## src/rtl/uart_parity_pkg.sv

```systemverilog
// rtl/uart_parity_pkg.sv - parity type encodings, RX states and helper functions
package uart_parity_pkg;

    localparam logic [1:0] PAR_EVEN  = 2'b00;
    localparam logic [1:0] PAR_ODD   = 2'b01;
    localparam logic [1:0] PAR_MARK  = 2'b10;
    localparam logic [1:0] PAR_SPACE = 2'b11;

    localparam int MIN_DATA_LEN = 5;

    typedef enum logic [1:0] {
        RX_IDLE   = 2'd0,
        RX_DATA   = 2'd1,
        RX_PARITY = 2'd2
    } rx_state_t;

    // xor_all is the XOR of the data bits already restricted to the frame length.
    function automatic logic parity_of(input logic xor_all, input logic [1:0] typ);
        case (typ)
            PAR_EVEN: parity_of = xor_all;
            PAR_ODD:  parity_of = ~xor_all;
            PAR_MARK: parity_of = 1'b1;
            default:  parity_of = 1'b0;
        endcase
    endfunction

    function automatic int clamp_len(input int len, input int max_len);
        if (len < MIN_DATA_LEN) begin
            clamp_len = MIN_DATA_LEN;
        end else if (len > max_len) begin
            clamp_len = max_len;
        end else begin
            clamp_len = len;
        end
    endfunction

endpackage

```

## src/rtl/uart_parity_rx_check.sv

```systemverilog
// rtl/uart_parity_rx_check.sv - serial RX parity accumulator, checker FSM and error counter
module uart_parity_rx_check
    import uart_parity_pkg::*;
#(
    parameter int LEN_W         = 4,
    parameter int ERR_CNT_WIDTH = 8
) (
    input  logic                     CLK,
    input  logic                     RST,
    input  logic                     par_en,
    input  logic [1:0]               par_typ,
    input  logic [LEN_W-1:0]         data_len,
    input  logic                     rx_start,
    input  logic                     rx_bit,
    input  logic                     rx_bit_valid,
    input  logic                     err_cnt_clr,
    output logic                     par_done,
    output logic                     par_err,
    output logic [ERR_CNT_WIDTH-1:0] err_cnt
);

    rx_state_t        state;
    logic             acc;
    logic [LEN_W-1:0] bit_cnt;
    logic [LEN_W-1:0] frame_len;
    logic [1:0]       frame_typ;
    logic             frame_en;

    logic [LEN_W-1:0] bit_cnt_nxt;
    logic             last_data;
    logic             mismatch;

    assign bit_cnt_nxt = bit_cnt + LEN_W'(1);
    assign last_data   = (bit_cnt_nxt == frame_len);

    // Start has priority, so a parity bit arriving with Rx_Start is never checked.
    assign mismatch = !rx_start && rx_bit_valid && (state == RX_PARITY) &&
                      (rx_bit != parity_of(acc, frame_typ));

    always_ff @(posedge CLK or negedge RST) begin
        if (!RST) begin
            state     <= RX_IDLE;
            acc       <= 1'b0;
            bit_cnt   <= '0;
            frame_len <= '0;
            frame_typ <= PAR_EVEN;
            frame_en  <= 1'b0;
            par_done  <= 1'b0;
            par_err   <= 1'b0;
        end else begin
            par_done <= 1'b0;
            par_err  <= 1'b0;
            if (rx_start) begin
                state     <= RX_DATA;
                acc       <= 1'b0;
                bit_cnt   <= '0;
                frame_len <= data_len;
                frame_typ <= par_typ;
                frame_en  <= par_en;
            end else begin
                case (state)
                    RX_DATA: begin
                        if (rx_bit_valid) begin
                            acc     <= acc ^ rx_bit;
                            bit_cnt <= bit_cnt_nxt;
                            if (last_data) begin
                                if (frame_en) begin
                                    state <= RX_PARITY;
                                end else begin
                                    state    <= RX_IDLE;
                                    par_done <= 1'b1;
                                end
                            end
                        end
                    end
                    RX_PARITY: begin
                        if (rx_bit_valid) begin
                            state    <= RX_IDLE;
                            par_done <= 1'b1;
                            par_err  <= mismatch;
                        end
                    end
                    RX_IDLE: begin
                        state <= RX_IDLE;
                    end
                    default: begin
                        state <= RX_IDLE;
                    end
                endcase
            end
        end
    end

    // Counts on the same edge that raises Par_Err, so both become visible together.
    always_ff @(posedge CLK or negedge RST) begin
        if (!RST) begin
            err_cnt <= '0;
        end else if (err_cnt_clr) begin
            err_cnt <= '0;
        end else if (mismatch && (err_cnt != '1)) begin
            err_cnt <= err_cnt + ERR_CNT_WIDTH'(1);
        end
    end

endmodule

```

## src/rtl/uart_parity_engine.sv

```systemverilog
// rtl/uart_parity_engine.sv - UART TX parity generator and RX parity checker
module uart_parity_engine
    import uart_parity_pkg::*;
#(
    parameter int MAX_DATA_WIDTH = 9,
    parameter int LEN_W          = $clog2(MAX_DATA_WIDTH + 1),
    parameter int ERR_CNT_WIDTH  = 8
) (
    input  logic                      CLK,
    input  logic                      RST,
    input  logic                      PAR_EN,
    input  logic [1:0]                PAR_TYP,
    input  logic [LEN_W-1:0]          DATA_LEN,
    input  logic [MAX_DATA_WIDTH-1:0] P_DATA,
    input  logic                      Data_Valid,
    input  logic                      BUSY,
    output logic                      Par_Bit,
    output logic                      Par_Rdy,
    input  logic                      Rx_Start,
    input  logic                      Rx_Bit,
    input  logic                      Rx_Bit_Valid,
    output logic                      Par_Done,
    output logic                      Par_Err,
    output logic [ERR_CNT_WIDTH-1:0]  Err_Cnt,
    input  logic                      Err_Cnt_Clr
);

    logic [MAX_DATA_WIDTH-1:0] tx_data;
    logic                      load_pending;
    logic                      tx_load;
    logic                      tx_xor;
    logic [LEN_W-1:0]          len_clamped;

    assign tx_load     = Data_Valid && !BUSY;
    assign len_clamped = LEN_W'(clamp_len(int'(DATA_LEN), MAX_DATA_WIDTH));

    always_comb begin
        tx_xor = 1'b0;
        for (int i = 0; i < MAX_DATA_WIDTH; i++) begin
            if (i < int'(len_clamped)) begin
                tx_xor = tx_xor ^ tx_data[i];
            end
        end
    end

    // Par_Bit tracks live config every enabled edge; Par_Rdy flags the first
    // edge at which it is computed from freshly loaded data.
    always_ff @(posedge CLK or negedge RST) begin
        if (!RST) begin
            tx_data      <= '0;
            load_pending <= 1'b0;
            Par_Bit      <= 1'b0;
            Par_Rdy      <= 1'b0;
        end else begin
            if (tx_load) begin
                tx_data <= P_DATA;
            end
            load_pending <= tx_load;
            Par_Rdy      <= load_pending && PAR_EN;
            if (PAR_EN) begin
                Par_Bit <= parity_of(tx_xor, PAR_TYP);
            end
        end
    end

    uart_parity_rx_check #(
        .LEN_W         (LEN_W),
        .ERR_CNT_WIDTH (ERR_CNT_WIDTH)
    ) u_rx_check (
        .CLK          (CLK),
        .RST          (RST),
        .par_en       (PAR_EN),
        .par_typ      (PAR_TYP),
        .data_len     (len_clamped),
        .rx_start     (Rx_Start),
        .rx_bit       (Rx_Bit),
        .rx_bit_valid (Rx_Bit_Valid),
        .err_cnt_clr  (Err_Cnt_Clr),
        .par_done     (Par_Done),
        .par_err      (Par_Err),
        .err_cnt      (Err_Cnt)
    );

endmodule

```

## config.mk

```make
export PLATFORM = sky130hd
export DESIGN_NAME = uart_parity_engine
export DESIGN_NICKNAME = d
export VERILOG_FILES = /design/src/rtl/uart_parity_pkg.sv /design/src/rtl/uart_parity_rx_check.sv /design/src/rtl/uart_parity_engine.sv
export SDC_FILE = /design/constraint.sdc
export NUM_CORES = 1
export LEC_CHECK = 0
export ABC_AREA = 1
export BUFFER_PORTS_ARGS = -buffer_cell sky130_fd_sc_hd__buf_2
export CAP_MARGIN = 20
export CORE_ASPECT_RATIO = 1.1
export CORE_UTILIZATION = 49
export CTS_CLUSTER_DIAMETER = 150
export DETAILED_ROUTE_END_ITERATION = 10
export PLACE_DENSITY = 0.78
export SYNTH_ARGS = -nofsm -noshare
export SYNTH_HDL_FRONTEND = slang
export SYNTH_SLANG_ARGS = --single-unit
```

## constraint.sdc

```tcl
create_clock -name CLK -period 1.6 [get_ports CLK]
set_input_delay 0.16 -clock CLK [delete_from_list [all_inputs] [get_ports CLK]]
set_output_delay 0.16 -clock CLK [all_outputs]
set_load 0.01 [all_outputs]
```

Word level (Yosys, flattened, before mapping)
Cells that the tools add are included.

Bits of input ports: 24. Logic and storage cells: 100. Bits in registers: 36.

Equal/unequal tests: 12. Bitwise gates (word level): 11. Muxes and demuxes: 36. $lt $le $gt $ge: 11. Add/sub/neg operators: 2. Reduce and logical (&&, ||, !) cells: 15.

Operators by type and width (count): 1-bit two-way mux (20); 4-bit two-way mux (5); 3-bit by 4-bit < comparator with 1-bit output (first input constant) (4); 8-bit two-way mux (2); 2-bit two-way mux (5); 1-bit bitwise XOR (9); 8-bit by 1-bit adder with 8-bit output (second input constant) (1); 1-bit by 4-bit < comparator with 1-bit output (first input constant) (2); 2-bit by 4-bit < comparator with 1-bit output (first input constant) (2); 8-bit != test (second input constant) (1); 2-bit by 1-bit == test with 1-bit output (second input constant) (3); 2-bit == test (second input constant) (3); 1-bit logical AND (6); 3-bit != test (second input constant) (2); 1-bit one-hot mux with 3 select lines (2); 2-bit nonzero test (3); 4-bit by 1-bit adder with 4-bit output (second input constant) (1); 4-bit == test (1); 4-bit > comparator (second input constant) (1); 2-bit zero test (2); 4-bit by 3-bit < comparator with 1-bit output (second input constant) (1); 4-bit < comparator (first input constant) (1); 2-bit one-hot mux with 2 select lines (1); 3-bit by 2-bit != test with 1-bit output (second input constant) (1); other kinds (6) (8).

Longest topological paths before layout
Gate-level depths: netlist of the first run.

Depth in word-level cells: 23. Depth in mapped cells: 13.

Cells and area by module
From an unflattened synthesis of the first run, not the netlist that was laid out.

Cells, all modules: 274. Area, all modules: 2123.3 µm².

By module, submodules not included: uart_parity_rx_check (cells an instance 171, seq. area each 600.6 µm², instances 1, area an instance 1395.1 µm²); uart_parity_engine (cells an instance 103, seq. area each 300.3 µm², instances 1, area an instance 728.2 µm²).

Worst setup path before layout of the first run
OpenSTA, ideal clock, no wires.

Path type: flip-flop to flip-flop. From: reg u_rx_check.bit_cnt[0]. To: reg u_rx_check.state[1]. Setup slack: 0.120 ns. Buffers on the path: 0. Cell stages (with the launch flop): 10. Arrival time: 1.354 ns. Required time: 1.474 ns. Clock period less this slack: 1.480 ns. Library setup time: 0.126 ns. Cell sequence: dfrtp_1 > ha_1 > xnor2_1 > nand3_1 > nor2_1 > nand3_1 > nand3_1 > nand2_1 > nand2_1 > o21ai_0.

Cells in the longest elaborated chain, start to end: 4.

Ends and longest elaborated chain: from (decl) (line uart_parity_rx_check.sv:24) `logic [LEN_W-1:0] bit_cnt;`; from (signal assigned) (line uart_parity_rx_check.sv:65) `bit_cnt <= bit_cnt_nxt;`; 4-bit by 1-bit adder with 4-bit output (line uart_parity_rx_check.sv:33) `assign bit_cnt_nxt = bit_cnt + LEN_W'(1);`; 4-bit == test (line uart_parity_rx_check.sv:34) `assign last_data = (bit_cnt_nxt == frame_len);`; 3-bit by 2-bit != test with 1-bit output (no line); 3-bit AND reduction (no line); to (signal assigned) (line uart_parity_rx_check.sv:42) `state <= RX_IDLE;`; to (signal assigned) (line uart_parity_rx_check.sv:54) `state <= RX_DATA;`; to (signal assigned) (line uart_parity_rx_check.sv:68) `state <= RX_PARITY;`; to (decl) (line uart_parity_rx_check.sv:22) `rx_state_t state;`.

Every way passes these cells. A chain may end at the register's enable or synchronous reset.

Worst setup path after layout of the first run
Same ends and word-level chain as after synthesis.

==> impl_metrics.env, run 1 <==
export IMPL_status="completed"
export IMPL_endpoint_kind="flop"
export IMPL_drtIter0Drc=105
export IMPL_layout_min_cycle_time_ns=1.49
export IMPL_htreeDepth=2
export IMPL_grt_usage=0.207
export IMPL_yosys_warnings=0
export IMPL_peakVddDrop_mv=0.636
export IMPL_whs_ns=0.0522
export IMPL_drtAntennaViolNets=0
export IMPL_power_density_nw_per_um2=937
export IMPL_dpl_cell_area_um2=2180
export IMPL_port_buffers=35
export IMPL_cts_root_buf="clkbuf_8"
export IMPL_drive_gt1_frac=0.213
export IMPL_hpwl_um=2640
export IMPL_wl_per_cell_um=10.4
export IMPL_fin_ws_ns=0.112
export IMPL_grt_max_degree=37
export IMPL_dr_total_vias=1684
export IMPL_n_fill_cell=354
export IMPL_crit_type="reg -> reg"
export IMPL_setup_violations=0
export IMPL_multi_input_area_um2=885
export IMPL_ys_seq_elements=36
export IMPL_finalHoldViolations=0
export IMPL_p_total_mw=2.19
export IMPL_gp_congestion=0.803
export IMPL_r2r_slack_ns=0.11
export IMPL_cts_tree="yes"
export IMPL_overflow=0
export IMPL_netlist_instances=253
export IMPL_worstReg2RegStart="u_rx_check.bit_cnt[0]"
export IMPL_dr_pass1_iters=4
export IMPL_cp_max_fo=4
export IMPL_die_height_um=67.6
export IMPL_dieWidth_um=61.7
export IMPL_final_cell_mix="nand2_1 (74), inv_1 (43), dfrtp_1 (36)"
export IMPL_power_leakage_nw=1.26
export IMPL_dp_slack_ns=0.0658
export IMPL_syn_nets=281
export IMPL_cts_buffer_depth=2
export IMPL_core_um2=3680
export IMPL_cts_buffers=5
export IMPL_worst_pin_slew_ns=0.454
export IMPL_maxSlewHeadroom=0.697
export IMPL_final_period_utilization=0.930
export IMPL_drc=0
export IMPL_min_from="Err_Cnt_Clr"
export IMPL_yosys_cell_types_count=24
export IMPL_clk_pin_slew_ns=0.07
export IMPL_stdcell_count=350
export IMPL_drv_slew=0
export IMPL_final_common_cell="nand2_1"
export IMPL_skew_ns=0.00365
export IMPL_antenna_found_initial=0
export IMPL_ff2ff_path_depth=10
export IMPL_die_area_um2=4170
export IMPL_avgSynthCellArea_um2=7.59
export IMPL_worstReg2RegEnd="u_rx_check.state[1]"
export IMPL_avgViaCountPerCell=4.81
export IMPL_worst_endpoint_required_ns=1.77
export IMPL_ios=36
export IMPL_clk_latency_ns=0.29
export IMPL_area_growth_pct=21.5
export IMPL_regArea_um2=901
export IMPL_fin_area_um2=2330
export IMPL_nNetsFinal=328
export IMPL_grt_pass1_vias=1485
export IMPL_holdPathStages=2
export IMPL_fmax_ghz=0.672
export IMPL_start_util=0.521
export IMPL_fin_util=0.633
export IMPL_ys_seq_area_frac=0.469
export IMPL_max_cap_violations=0
export IMPL_clock_sinks=36
export IMPL_syn_cell_area_um2=1920
export IMPL_hold_class="in -> reg"
export IMPL_grt_pass1_wl_um=6220
export IMPL_worst_ep_arrival_time_ns=1.66
export IMPL_place_inst=339
export IMPL_antenna_cells=0
export IMPL_row_count=23
export IMPL_cp_start_kind="flop"
export IMPL_hold_path_end="u_rx_check.err_cnt[4]"
export IMPL_setup_tns_ns=0
export IMPL_wirelength_um=3640
flip-flops by register name (all words and copies together), names as in the netlist:
register / cells
u_rx_check.err_cnt: 8
u_rx_check.frame_en: 1
Par_Rdy: 1
Par_Bit: 1
u_rx_check.frame_typ: 2
u_rx_check.bit_cnt: 4
u_rx_check.par_done: 1
u_rx_check.acc: 1
tx_data: 9
load_pending: 1
u_rx_check.state: 2
u_rx_check.frame_len: 4
u_rx_check.par_err: 1
worst max-delay path by stage:
stage / slack [ns] / depth (start not counted) / from / to
final: 0.11 / 10 / u_rx_check.bit_cnt[0] / u_rx_check.state[1]
after global routing: -0.003 / 10 / u_rx_check.bit_cnt[0] / u_rx_check.state[1]
after CTS: 0.06 / 9 / u_rx_check.state[0] / u_rx_check.err_cnt[7]
after detailed placement: 0.07 / 9 / u_rx_check.state[0] / u_rx_check.err_cnt[7]
after global placement: 0.09 / 9 / u_rx_check.state[0] / u_rx_check.err_cnt[7]
after floorplan: 0.12 / 9 / u_rx_check.bit_cnt[0] / u_rx_check.state[1]
final cells by class:
type,count,area share
inverters,44,0.0708
repair buffers,43,0.104
flip-flops and latches,36,0.386
multi-input cells,170,0.379
clock buffers,6,0.0311
well taps,50,0.0268
clock inverters,1,0.00215
layer usage:
layer / vias to the layer above / wire length, um / track usage
met5: - / 0 / 0
met1: 756 / 1710 / 0.262
met4: 0 / 79 / 0.0861
li1: 886 / - / -
met2: 35 / 1660 / 0.320
met3: 7 / 189 / 0.0728
critical path: stages (launching register included):
cell	delay [ns]
dfrtp_1	0.42
buf_6	0.13
nand3_1	0.12
xor2_2	0.20
inv_1	0.08
nand2_1	0.06
nand3_1	0.09
nand3_1	0.08
nand2_1	0.08
nand2_1	0.06
o21ai_0	0.07
cell usage after synthesis:
cell,count,area [um^2]
nand2_1,74,278
inv_1,43,161
dfrtp_1,36,901
nand3_1,22,110
o21ai_0,20,100
nor2_1,18,67.6
a21oi_1,4,20.0
ha_1,4,50.1
o21ai_1,4,20.0
clkbuf_1,3,11.3
nand4_1,3,18.8
nor3_1,3,15.0
xor2_1,3,26.3
a22oi_2,2,25.0
nand2_2,2,12.5
nand2_4,2,22.5
o31ai_1,2,15.0
xnor2_1,2,17.5
inv_2,1,3.75
nor3_4,1,16.3
o21a_1,1,7.51
o21bai_1,1,7.51
o22ai_1,1,6.26
or2_2,1,6.26
logic make-up (layout without fill, tap and decap cells):
family          after synthesis  after routing  share of synthesized area
compound gates               35             35                      0.105
fa+ha+maj                     4              4                     0.0261
simple gates                126            126                      0.285
buf+inv                      47             94                     0.0919
flops                        36             36                      0.469
xor+xnor                      5              5                     0.0228
report_power, final:
| part | switching (mW) | leakage (nW) | internal, mW |
|---|---|---|---|
| registers | 0.0671 | 0.462 | 0.995 |
| logic | 0.282 | 0.755 | 0.234 |
| clock network | 0.311 | 0.0410 | 0.296 |
what timing repair did:
item / 4_1_cts / 5_1_grt
gates resized for setup: 0 / 8
endpoints found under the setup margin: 0 / 8
hold buffers: 1 / 0
setup buffers: 0 / 3
endpoints found under the hold margin: 36 / 0
Note: power is estimated with default switching activity, not from simulation.
==> run 2, diff against run 1 <==
CORE_UTILIZATION = 52   (was 49)
CTS_BUF_LIST = sky130_fd_sc_hd__clkbuf_4   (was unset)
PLACE_DENSITY = 0.81   (was 0.78)
==> run 2 against run 1 <==
Against the previous run: routed wire length increased by 2.6%; clock power decreased by 18%; first-iteration DRC count decreased by 30%; flip-flop and latch count unchanged; critical path depth decreased by 1; largest power group unchanged; highest routed layer unchanged.
==> impl_metrics.env, run 2 (synthesis results as in run 1) <==
export IMPL_gp_congestion=0.823
export IMPL_maxSlewHeadroom=0.706
export IMPL_r2r_slack_ns=0.03
export IMPL_status="completed"
export IMPL_worstReg2RegStart="u_rx_check.bit_cnt[1]"
export IMPL_top_regs="tx_data x9, u_rx_check.err_cnt x8"
export IMPL_drtIter0Drc=74
export IMPL_clk_pin_slew_ns=0.10
export IMPL_dieWidth_um=59.9
export IMPL_max_cap_violations=0
export IMPL_drtAntennaViolNets=0
export IMPL_endpoint_kind="flop"
export IMPL_cp_max_fo=3
export IMPL_cts_buffer_depth=2
export IMPL_worstReg2RegEnd="u_rx_check.state[1]"
export IMPL_skew_ns=0.00934
export IMPL_row_count=22
export IMPL_holdPathStages=2
export IMPL_dr_max_layer_used="met4"
export IMPL_area_growth_pct=22.8
export IMPL_dpl_cell_area_um2=2190
export IMPL_peakVddDrop_mv=0.492
export IMPL_htreeDepth=2
export IMPL_overflow=0
export IMPL_nNetsFinal=327
export IMPL_final_period_utilization=0.984
export IMPL_worst_ep_arrival_time_ns=1.81
export IMPL_fin_ws_ns=0.0253
export IMPL_dr_wl_met2_um=1810
export IMPL_core_um2=3440
export IMPL_grt_pass1_vias=1597
export IMPL_clock_sinks=36
export IMPL_wl_met3_um=120
export IMPL_fin_util=0.685
export IMPL_dp_slack_ns=0.0321
export IMPL_die_height_um=65.7
export IMPL_avgViaCountPerCell=4.86
export IMPL_rsz0062_at_grt="yes"
export IMPL_min_from="Err_Cnt_Clr"
export IMPL_fmax_ghz=0.635
export IMPL_hold_class="in -> reg"
export IMPL_wl_met1_um=1740
export IMPL_hpwl_um=2730
export IMPL_drv_slew=0
export IMPL_worst_endpoint_required_ns=1.83
export IMPL_finalHoldViolations=0
export IMPL_drive_gt1_frac=0.233
export IMPL_cts_root_buf="clkbuf_4"
export IMPL_final_common_cell="nand2_1"
export IMPL_wl_per_cell_um=10.7
export IMPL_ff2ff_path_depth=9
export IMPL_clk_latency_ns=0.34
export IMPL_port_buffers=35
export IMPL_antenna_found_initial=0
export IMPL_die_area_um2=3940
export IMPL_dr_total_vias=1692
export IMPL_grt_pass1_wl_um=6470
export IMPL_start_util=0.558
export IMPL_power_density_nw_per_um2=902
export IMPL_antenna_cells=0
export IMPL_final_cell_mix="nand2_1 (73), inv_1 (42), dfrtp_1 (36)"
export IMPL_drc=0
export IMPL_power_leakage_nw=1.26
export IMPL_largest_reg_flops=9
export IMPL_regMostFlops="tx_data"
export IMPL_hold_path_end="u_rx_check.err_cnt[4]"
export IMPL_worst_pin_slew_ns=0.442
export IMPL_cp_start_kind="flop"
export IMPL_cts_tree="yes"
export IMPL_fin_area_um2=2360
export IMPL_dr_pass1_iters=4
export IMPL_ios=36
export IMPL_grt_usage=0.221
export IMPL_layout_min_cycle_time_ns=1.57
export IMPL_grt_max_degree=20
export IMPL_wirelength_um=3730
export IMPL_cts_buffers=5
export IMPL_crit_type="reg -> reg"
export IMPL_setup_violations=0
run 2: cell types whose count changed in the layout (fill, tap and decap cells not counted), sizes merged:
cell    delta
buf        -1
clkbuf     +1
run 2: stage by stage:
| stage | setup TNS, ns | total power [mW] | hold WS, ns | instances |
|---|---|---|---|---|
| global route | -0.177 | 2.27 | 0.00296 | 348 |
| finish | 0 | 2.13 | 0.00573 | 348 |
| CTS | 0 | 2.06 | 0.00162 | 346 |
| detailed placement | 0 | 1.55 | 0.128 | 337 |
| global placement | 0 | 1.53 | 0.118 | 337 |
| floorplan | 0 | 1.38 | -0.136 | 253 |
run 2: final cells by class:
| class | count | area, um^2 |
|---|---|---|
| clock buffer | 7 | 52.6 |
| multi-input combinational | 170 | 927 |
| sequential | 36 | 901 |
| tap | 48 | 60.1 |
| fill | 286 | 1080 |
| inverter | 44 | 165 |
| timing repair buffer | 42 | 246 |
| clock inverter | 1 | 3.75 |
run 2: routing by layer:
layer | global-route usage | vias up
met5 | 0 | -
met3 | 0.0433 | 5
met1 | 0.270 | 758
li1 | - | 892
met4 | 0.0988 | 0
met2 | 0.371 | 37
run 2: worst max path at each step:
stage | start | to | depth (start not counted)
2_1_floorplan | u_rx_check.bit_cnt[0] | u_rx_check.state[1] | 9
3_3_place_gp | u_rx_check.bit_cnt[0] | u_rx_check.state[1] | 9
3_5_place_dp | u_rx_check.bit_cnt[0] | u_rx_check.state[1] | 9
4_1_cts | u_rx_check.bit_cnt[0] | u_rx_check.state[1] | 10
5_1_grt | u_rx_check.bit_cnt[1] | u_rx_check.state[1] | 9
6_report | u_rx_check.bit_cnt[1] | u_rx_check.state[1] | 9
run 2: critical path, cell delays in order, from the launching register on:
cell and delay [ns]:
dfrtp_1 0.45, ha_4 0.30, xnor2_2 0.10, nand3_1 0.08, nor2_1 0.13, nand3_1 0.11, nand3_1 0.10, nand2_2 0.07
nand2_1 0.06, o21ai_1 0.06
run 2: timing repair:
| item | in CTS | in global routing |
|---|---|---|
| hold buffers | 1 | 0 |
| endpoints found under the hold margin | 17 | 0 |
| gates cloned | 0 | 0 |
| endpoints found under the setup margin | 1 | 8 |
| pin swaps | 0 | 7 |
| setup buffers | 0 | 2 |
| resized for setup | 1 | 18 |
run 2: power by group:
part           leakage [nW]  total, mW  internal (mW)  switching, mW
registers             0.462       1.06          0.994         0.0691
logic                 0.765      0.568          0.263          0.305
clock network        0.0338      0.494          0.203          0.291
==> run 3, diff against run 2 <==
--- a/constraint.sdc
+++ b/constraint.sdc
@@ -3,2 +3,2 @@
 set_output_delay 0.16 -clock CLK [all_outputs]
-set_load 0.01 [all_outputs]
+set_load 0.1 [all_outputs]
==> run 3 against run 2 <==
Against the previous run: fmax rose by 2.0%; utilization rose by 1.7 points; combinational power rose by 8.6%; clock skew rose by 0.0052 ns; critical path type unchanged; highest routed layer unchanged.
==> impl_metrics.env, run 3 (synthesis results as in run 1) <==
export IMPL_regArea_um2=923
export IMPL_cts_tree="yes"
export IMPL_rsz0062_at_grt="yes"
export IMPL_dr_total_vias=1740
export IMPL_peakVddDrop_mv=0.508
export IMPL_top_regs="tx_data x9, u_rx_check.err_cnt x8"
export IMPL_dr_pass1_iters=5
export IMPL_cp_max_fo=3
export IMPL_clk_pin_slew_ns=0.11
export IMPL_skew_ns=0.0146
export IMPL_status="completed"
export IMPL_drtAntennaViolNets=0
export IMPL_drive_gt1_frac=0.248
export IMPL_final_common_cell="nand2_1"
export IMPL_crit_type="reg -> reg"
export IMPL_dp_slack_ns=0.0351
export IMPL_clkPwrFrac=0.229
export IMPL_antenna_cells=0
export IMPL_fin_ws_ns=0.0561
export IMPL_critPathSlowestCell="dfrtp_1"
export IMPL_crit_path_frequent_cell="nand3_1"
export IMPL_cts_buffers=5
export IMPL_maxSlewHeadroom=0.676
export IMPL_grt_usage=0.221
export IMPL_power_switching_mw=0.753
export IMPL_grt_pass1_vias=1614
export IMPL_internal_power_mw=1.44
export IMPL_cts_buffer_depth=2
export IMPL_multi_input_area_um2=911
export IMPL_clock_sinks=36
export IMPL_grt_pass1_wl_um=6440
export IMPL_endpoint_kind="flop"
export IMPL_final_period_utilization=0.965
export IMPL_clk_latency_ns=0.35
export IMPL_worst_endpoint_required_ns=1.83
export IMPL_core_um2=3440
export IMPL_fin_util=0.701
export IMPL_regMostFlops="tx_data"
export IMPL_fmax_ghz=0.648
export IMPL_wirelength_um=3630
export IMPL_final_cell_mix="nand2_1 (71), inv_1 (42), buf_2 (35)"
export IMPL_row_count=22
export IMPL_avgViaCountPerCell=4.92
export IMPL_antenna_found_initial=0
export IMPL_ios=36
export IMPL_setup_violations=0
export IMPL_drv_slew=0
export IMPL_drtIter0Drc=116
export IMPL_cp_start_kind="flop"
export IMPL_n_fill_cell=299
export IMPL_die_height_um=65.7
export IMPL_cts_root_buf="clkbuf_4"
export IMPL_worst_pin_slew_ns=0.490
export IMPL_start_util=0.558
export IMPL_worst_ep_arrival_time_ns=1.77
export IMPL_largest_reg_flops=9
export IMPL_cp_cell_sequence="ha_4 > xnor2_1 > nand3_1 > nor2_1 > nand3_2 > nand3_1 > nand2_2 > nand2_1 > o21ai_1"
export IMPL_overflow=0
export IMPL_power_leakage_nw=1.26
export IMPL_dieWidth_um=59.9
export IMPL_p_seq_frac=0.489
export IMPL_power_density_nw_per_um2=907
export IMPL_setup_tns_ns=0
export IMPL_fin_area_um2=2410
export IMPL_port_buffers=35
export IMPL_swShare=0.344
export IMPL_wl_per_cell_um=10.2
export IMPL_grt_max_degree=37
export IMPL_htreeDepth=2
export IMPL_layout_min_cycle_time_ns=1.54
export IMPL_area_growth_pct=25.7
export IMPL_nNetsFinal=333
export IMPL_dpl_cell_area_um2=2210
export IMPL_die_area_um2=3940
export IMPL_hold_class="in -> reg"
export IMPL_hpwl_um=2570
export IMPL_gp_congestion=0.774
export IMPL_max_cap_violations=0
export IMPL_drc=0
export IMPL_power_frac_comb=0.282
export IMPL_finalHoldViolations=0
export IMPL_slowest_delay_ns=0.45
[run 3: cell types whose count changed in the layout (fill, tap and decap cells not counted), sizes merged]
cell         before  now
dlygate4sd3       1    8
buf              41   40
[run 3: repair_timing]
action | 4_1_cts | 5_1_grt
setup buffers | 0 | 1
setup endpoints to repair | 0 | 6
hold buffers | 8 | 0
resized for setup | 0 | 14
endpoints found under the hold margin | 43 | 0
[run 3: metal layers]
metal / vias up / track usage / wire length [um] / share of wire
li1: 904 / - / - / -
met1: 771 / 0.255 / 1660 / 0.46
met2: 51 / 0.368 / 1690 / 0.47
met3: 14 / 0.0630 / 170 / 0.047
met4: 0 / 0.113 / 104 / 0.029
met5: - / 0 / 0 / 0
[run 3: cell type report]
cell class                 instances  share of cell area
clock buffer                       7              0.0218
clock inverter                     1             0.00207
inverter                          44              0.0684
multi-input combinational        170               0.377
sequential                        36               0.383
tap                               48              0.0249
timing repair buffer              48               0.123
[run 3: final timing paths]
path,startpoint,end,slack (ns),depth (start not counted)
worst max-delay path,u_rx_check.bit_cnt[0],u_rx_check.state[1],0.06,9
worst min-delay path,P_DATA[8],tx_data[8],0.02,3
worst max register to register,u_rx_check.bit_cnt[0],u_rx_check.state[1],0.06,9
worst min register to register,load_pending,Par_Rdy,0.45,2
max in group asynchronous,RST,u_rx_check.err_cnt[3],0.89,3
min in group asynchronous,RST,u_rx_check.bit_cnt[3],0.35,3
[run 3: stage by stage]
step / cells / hold WS (ns) / power [mW]
6_report: 354 / 0.0197 / 2.19
3_3_place_gp: 337 / 0.225 / 1.63
5_1_grt: 354 / 0.0166 / 2.34
4_1_cts: 353 / 0.00370 / 2.17
3_5_place_dp: 337 / 0.225 / 1.65
2_1_floorplan: 253 / -0.136 / 1.49
[run 3: power by group through the flow]
stage / clock, mW / combinational [mW] / sequential (mW)
2_1_floorplan: 0 / 0.312 / 1.18
3_3_place_gp: 0 / 0.559 / 1.07
3_5_place_dp: 0 / 0.571 / 1.08
4_1_cts: 0.520 / 0.589 / 1.06
5_1_grt: 0.559 / 0.698 / 1.09
6_report: 0.502 / 0.617 / 1.07
[run 3: worst max-delay path, delay by kind of cell (launching register included)]
family	cells	cell delay (ns)
AND/OR/NAND/NOR	6	0.52
flip-flops	1	0.45
AO/OA/AOI/OAI	1	0.06
adder cells (fa/ha/maj)	1	0.29
XOR/XNOR	1	0.11
